### src/rtl/scan_mux.sv
// scan_mux: N-channel, W-bit registered selector.
//
// Two modes:
//   manual (mode=0): the channel is chosen by sel. An out-of-range sel keeps the
//                    last data/tag, drops out_valid and raises sel_err.
//   auto   (mode=1): round-robin over all channels, spending DWELL enabled
//                    cycles on each channel. sof marks the first sample of channel 0.
// All outputs are registered, so inputs sampled at edge k appear on the outputs
// after edge k. en=0 freezes every register.
//
// Ports:
//   clk       clock, rising edge
//   rst       synchronous active-high reset
//   In        N_CH*W channel bus; channel c is In[c*W +: W]
//   sel       manual channel index
//   mode      0 = manual, 1 = auto-scan
//   en        clock enable
//   Out       selected data
//   out_ch    channel that Out was taken from
//   out_valid Out/out_ch are valid
//   sof       start of frame (auto-scan, channel 0, first dwell cycle)
//   sel_err   out-of-range manual sel was sampled
module scan_mux #(
  parameter int N_CH  = 10,
  parameter int W     = 1,
  parameter int SEL_W = 4,
  parameter int DWELL = 4
) (
  input  logic              clk,
  input  logic              rst,
  input  logic [N_CH*W-1:0] In,
  input  logic [SEL_W-1:0]  sel,
  input  logic              mode,
  input  logic              en,
  output logic [W-1:0]      Out,
  output logic [SEL_W-1:0]  out_ch,
  output logic              out_valid,
  output logic              sof,
  output logic              sel_err
);

  localparam int DW_W = (DWELL > 1) ? $clog2(DWELL) : 1;
  localparam logic [SEL_W-1:0] LAST_CH    = SEL_W'(N_CH - 1);
  localparam logic [DW_W-1:0]  LAST_DWELL = DW_W'(DWELL - 1);

  // Mux written as a compare loop so indices >= N_CH never address past the bus.
  function automatic logic [W-1:0] pick(input logic [N_CH*W-1:0] bus,
                                        input logic [SEL_W-1:0]  idx);
    logic [W-1:0] r;
    r = '0;
    for (int c = 0; c < N_CH; c++) begin
      if (idx == SEL_W'(c)) r = bus[c*W +: W];
    end
    return r;
  endfunction

  logic [SEL_W-1:0] scan_ch;
  logic [DW_W-1:0]  dwell_cnt;
  logic             mode_q;

  // Scan position: on the mode-entry cycle (mode_q=0) the scan restarts at
  // channel 0, dwell 0, regardless of whatever stale position is stored.
  logic [SEL_W-1:0] ch_eff;
  logic [DW_W-1:0]  d_eff;
  logic             last_dwell;

  always_comb begin
    ch_eff     = mode_q ? scan_ch   : '0;
    d_eff      = mode_q ? dwell_cnt : '0;
    last_dwell = (d_eff == LAST_DWELL);
  end

  // Output register stage
  always_ff @(posedge clk) begin
    if (rst) begin
      Out       <= '0;
      out_ch    <= '0;
      out_valid <= 1'b0;
      sof       <= 1'b0;
      sel_err   <= 1'b0;
      scan_ch   <= '0;
      dwell_cnt <= '0;
      mode_q    <= 1'b0;
    end else if (en) begin
      mode_q <= mode;
      if (mode) begin
        Out       <= pick(In, ch_eff);
        out_ch    <= ch_eff;
        out_valid <= 1'b1;
        sel_err   <= 1'b0;
        sof       <= (ch_eff == '0) && (d_eff == '0);
        if (last_dwell) begin
          dwell_cnt <= '0;
          scan_ch   <= (ch_eff == LAST_CH) ? '0 : ch_eff + SEL_W'(1);
        end else begin
          dwell_cnt <= d_eff + DW_W'(1);
          scan_ch   <= ch_eff;
        end
      end else if (sel > LAST_CH) begin
        // Data and tag keep their last good values.
        out_valid <= 1'b0;
        sel_err   <= 1'b1;
        sof       <= 1'b0;
      end else begin
        Out       <= pick(In, sel);
        out_ch    <= sel;
        out_valid <= 1'b1;
        sel_err   <= 1'b0;
        sof       <= 1'b0;
      end
    end
  end

endmodule

### config.mk
export PLATFORM = sky130hd
export DESIGN_NAME = scan_mux
export DESIGN_NICKNAME = d
export VERILOG_FILES = /design/src/rtl/scan_mux.sv
export SDC_FILE = /design/constraint.sdc
export NUM_CORES = 1
export LEC_CHECK = 0
export BUFFER_PORTS_ARGS = -buffer_cell sky130_fd_sc_hd__buf_2
export CAP_MARGIN = 5
export CORE_ASPECT_RATIO = 0.7
export CORE_UTILIZATION = 35
export CTS_CLUSTER_SIZE = 16
export DETAILED_ROUTE_END_ITERATION = 10
export PLACE_DENSITY = 0.67
export SETUP_SLACK_MARGIN = 0.1
export SYNTH_ARGS = -nofsm -noshare
export SYNTH_HDL_FRONTEND = slang
export SYNTH_SLANG_ARGS = --single-unit
### constraint.sdc
create_clock -name clk -period 1.89 [get_ports clk]
set_input_delay 0.0945 -clock clk [delete_from_list [all_inputs] [get_ports clk]]
set_output_delay 0.0945 -clock clk [all_outputs]
set_load 0.05 [all_outputs]
==> results.cfg <==
[clocking]
cts_hold_buf = 0
insertion_delay_ns = 0.25
cts_buffers = 3
htreeDepth = 1
clkTransAtPathRegs_ns = 0.06
cts_tree = built
cts.sinks = 15
clk_path_buf_depth = 2
root_buffer = clkbuf_8

[worst_setup_path]
cp_top_family = simple AND/OR/NAND/NOR gates
r2r_start = scan_ch[0]$_SDFFE_PP0P_
cp_slowest_cell = or4_1
reg2reg_to = Out$_SDFFE_PP0P_
cp-start-kind = register
path_cells = inv_1, or4_1, a21oi_1, a2111oi_1, a221o_1
worstPathRequired_ns = 2.03
cp-end-kind = register
cp_max_fo = 9
rrSetupSlack_ns = 0.21
rr_worst_depth = 5
max_stage_delay_ns = 0.54
cp.depth = 5
cp_num_buf_inv = 1
crit_arrival_ns = 1.82
crit_type = register to register

[global_routing]
gr-total-overflow = 0
antenna_found_initial = 0
grt_pass1_wl_um = 4422
grt_max_degree = 17
grt_use_total_pct = 19.16
grt_pass1_vias = 975

[sta]
period_needed_ns = 1.681
slew_headroom_pct = 76.63
final_max_slew_viol_count = 0
post-route-period-util_pct = 88.92
hold_viol = 0
rsz0062_at_grt = false
fin_skew_ns = 0.002093
setup_viol = 0
tns_ns = 0
tightestPinTransition_ns = 0.3473
fmax_ghz = 0.5951
finalWorstSetupSlack_ns = 0.2095

[power_and_ir_drop]
ir_drop_uv = 447.7
power.leakage_nw = 0.5046
swShare_pct = 30.73
seq_power_share_pct = 44.3
net-switching-power_w = 0.0002380
internal_power_w = 0.0005364
clock_power_share_pct = 34.7
power_frac_comb_pct = 21.0
power_density_nw_per_um2 = 640.7

[drt]
vias = 1082
drt_iter0_drc = 56
drc_errors = 0
wl_per_cell_um = 15.11
ant_nets = 0
wirelength_um = 2826
post_drt_via_cell_ratio = 5.786
dr.pass1.iters = 4

[synthesis]
syn_area_per_cell_um2 = 7.859
syn_nets = 148
ys_ff_latch = 15
yosys-top-cells-area = dfxtp_1, nor2_1, a21oi_1
synth_edf_count = 0
yosysUniqueCellTypes = 43
yosys.cell_count.top_type = nor2_1
yosysSeqAreaShare_pct = 29.85
synthTopCellsByCount = nor2_1, dfxtp_1, a21oi_1, nand2_1, nand3_1
yosys.area.top_type = dfxtp_1
synth.top_cell.area_share_pct = 29.85
yosys_warnings = 0
async_flop_share_pct = 0
synth_cells = 128
synthFlopType = dfxtp_1
synth_area_um2 = 1006

[min_path]
whs_endpoint = out_ch[2]$_SDFFE_PP0P_
hold_class = primary input to register
worstHoldPathCells = 3
hold_start = sel[2]

[floorplan]
fp.dieW_um = 66.08
dieArea_um2 = 3096
io_pins = 26
fp.dieH_um = 46.86
num_rows = 15
core_um2 = 2590
start_util_pct = 38.84

[final_layout]
areaGrowthSynthToFinish_pct = 20.15
drive_above_1_share_pct = 26.14
final_nets = 174
diodes = 0

[job]
cap_violations = 0

[run_status]
outcome = finished clean

[placed_design]
post-place-ws_ns = 0.07001
portBuffers = 25
post-dp-hpwl_um = 2117
place_congestion = 0.9244
cells in the final DEF, fill, tap and decap left out, drive strengths merged, types with 2 or more instances in the layout:
cell / count
a2111oi: 2
a21o: 2
a21oi: 11
a22oi: 2
a311oi: 4
buf: 30
clkbuf: 4
dfxtp: 15
ha: 2
inv: 5
mux2i: 3
nand2: 11
nand2b: 6
nand3: 7
nand4: 2
nor2: 18
nor3: 2
nor4: 3
o21a: 2
o21ai: 2
cell type report:
| type | count | area [um^2] |
|---|---|---|
| fill | 265 | 1381 |
| multi-input combinational | 98 | 630.6 |
| sequential | 15 | 305.3 |
| timing repair buffer | 30 | 162.7 |
| clock buffer | 4 | 45.04 |
| tap | 34 | 42.54 |
| inverter | 6 | 22.52 |
worst max-delay path by stage:
stage | slack (ns) | start | to
6_report | 0.21 | scan_ch[0]$_SDFFE_PP0P_ | Out$_SDFFE_PP0P_
5_1_grt | 0.1 | scan_ch[2]$_SDFFE_PP0P_ | Out$_SDFFE_PP0P_
4_1_cts | 0.11 | scan_ch[0]$_SDFFE_PP0P_ | Out$_SDFFE_PP0P_
3_5_place_dp | 0.07 | scan_ch[3]$_SDFFE_PP0P_ | Out$_SDFFE_PP0P_
3_3_place_gp | 0.20 | scan_ch[3]$_SDFFE_PP0P_ | Out$_SDFFE_PP0P_
2_1_floorplan | 0.22 | mode_q$_SDFFE_PP0P_ | scan_ch[3]$_SDFFE_PP0P_
power by group through the flow:
stage,Combinational (W),Sequential [W],Clock [W]
final,0.000163,0.000343,0.000268
after global routing,0.000175,0.000344,0.000284
after CTS,0.000162,0.000342,0.000276
after detailed placement,0.000161,0.000349,0
after global placement,0.000158,0.000349,0
after floorplan,0.0000649,0.000391,0
timing repair:
| item | in CTS | in global routing |
|---|---|---|
| endpoints found under the setup margin | 1 | 3 |
| gates resized for setup | 1 | 5 |
| buffers inserted | 0 | 0 |
state kept, by name, summed over array words and instances, names as in the netlist:
| signal | cells |
|---|---|
| sof | 1 |
| out_valid | 1 |
| sel_err | 1 |
| Out | 1 |
| dwell_cnt | 2 |
| scan_ch | 4 |
| out_ch | 4 |
| mode_q | 1 |
routing by layer:
metal | track usage, % | wire (um) | up-vias
li1 | - | - | 522
met1 | 25.87 | 1228 | 502
met2 | 32.04 | 1282 | 56
met3 | 5.097 | 301 | 2
met4 | 2.553 | 14 | 0
met5 | 0 | 0 | -
cell families after synthesis:
kind of cell | Yosys count | synth area share [%]
adders and majority gates | 2 | 2.487
and+or+nand+nor | 57 | 28.98
AOI/OAI and AO/OA | 34 | 24.25
DFF | 15 | 29.85
buffers and inverters | 15 | 8.085
muxes | 5 | 6.343
per-stage QoR:
stage / instances / power, W / hold slack [ns] / utilization [%] / cell area (um^2)
5_1_grt: 187 / 0.0008037 / 0.1831 / 46.67 / 1209
4_1_cts: 187 / 0.0007800 / 0.1651 / 46.28 / 1199
2_1_floorplan: 128 / 0.0004554 / 0.1666 / - / 1006
3_5_place_dp: 183 / 0.0005102 / 0.4337 / 44.49 / 1152
6_report: 187 / 0.0007744 / 0.1723 / 46.67 / 1209
3_3_place_gp: 183 / 0.0005064 / 0.4280 / 44.49 / 1152
worst min-delay path: stages:
cell and delay, ns:
buf_2 0.13, nand2b_1 0.07, a311oi_1 0.08
Note: power is estimated with default switching activity, not from simulation.
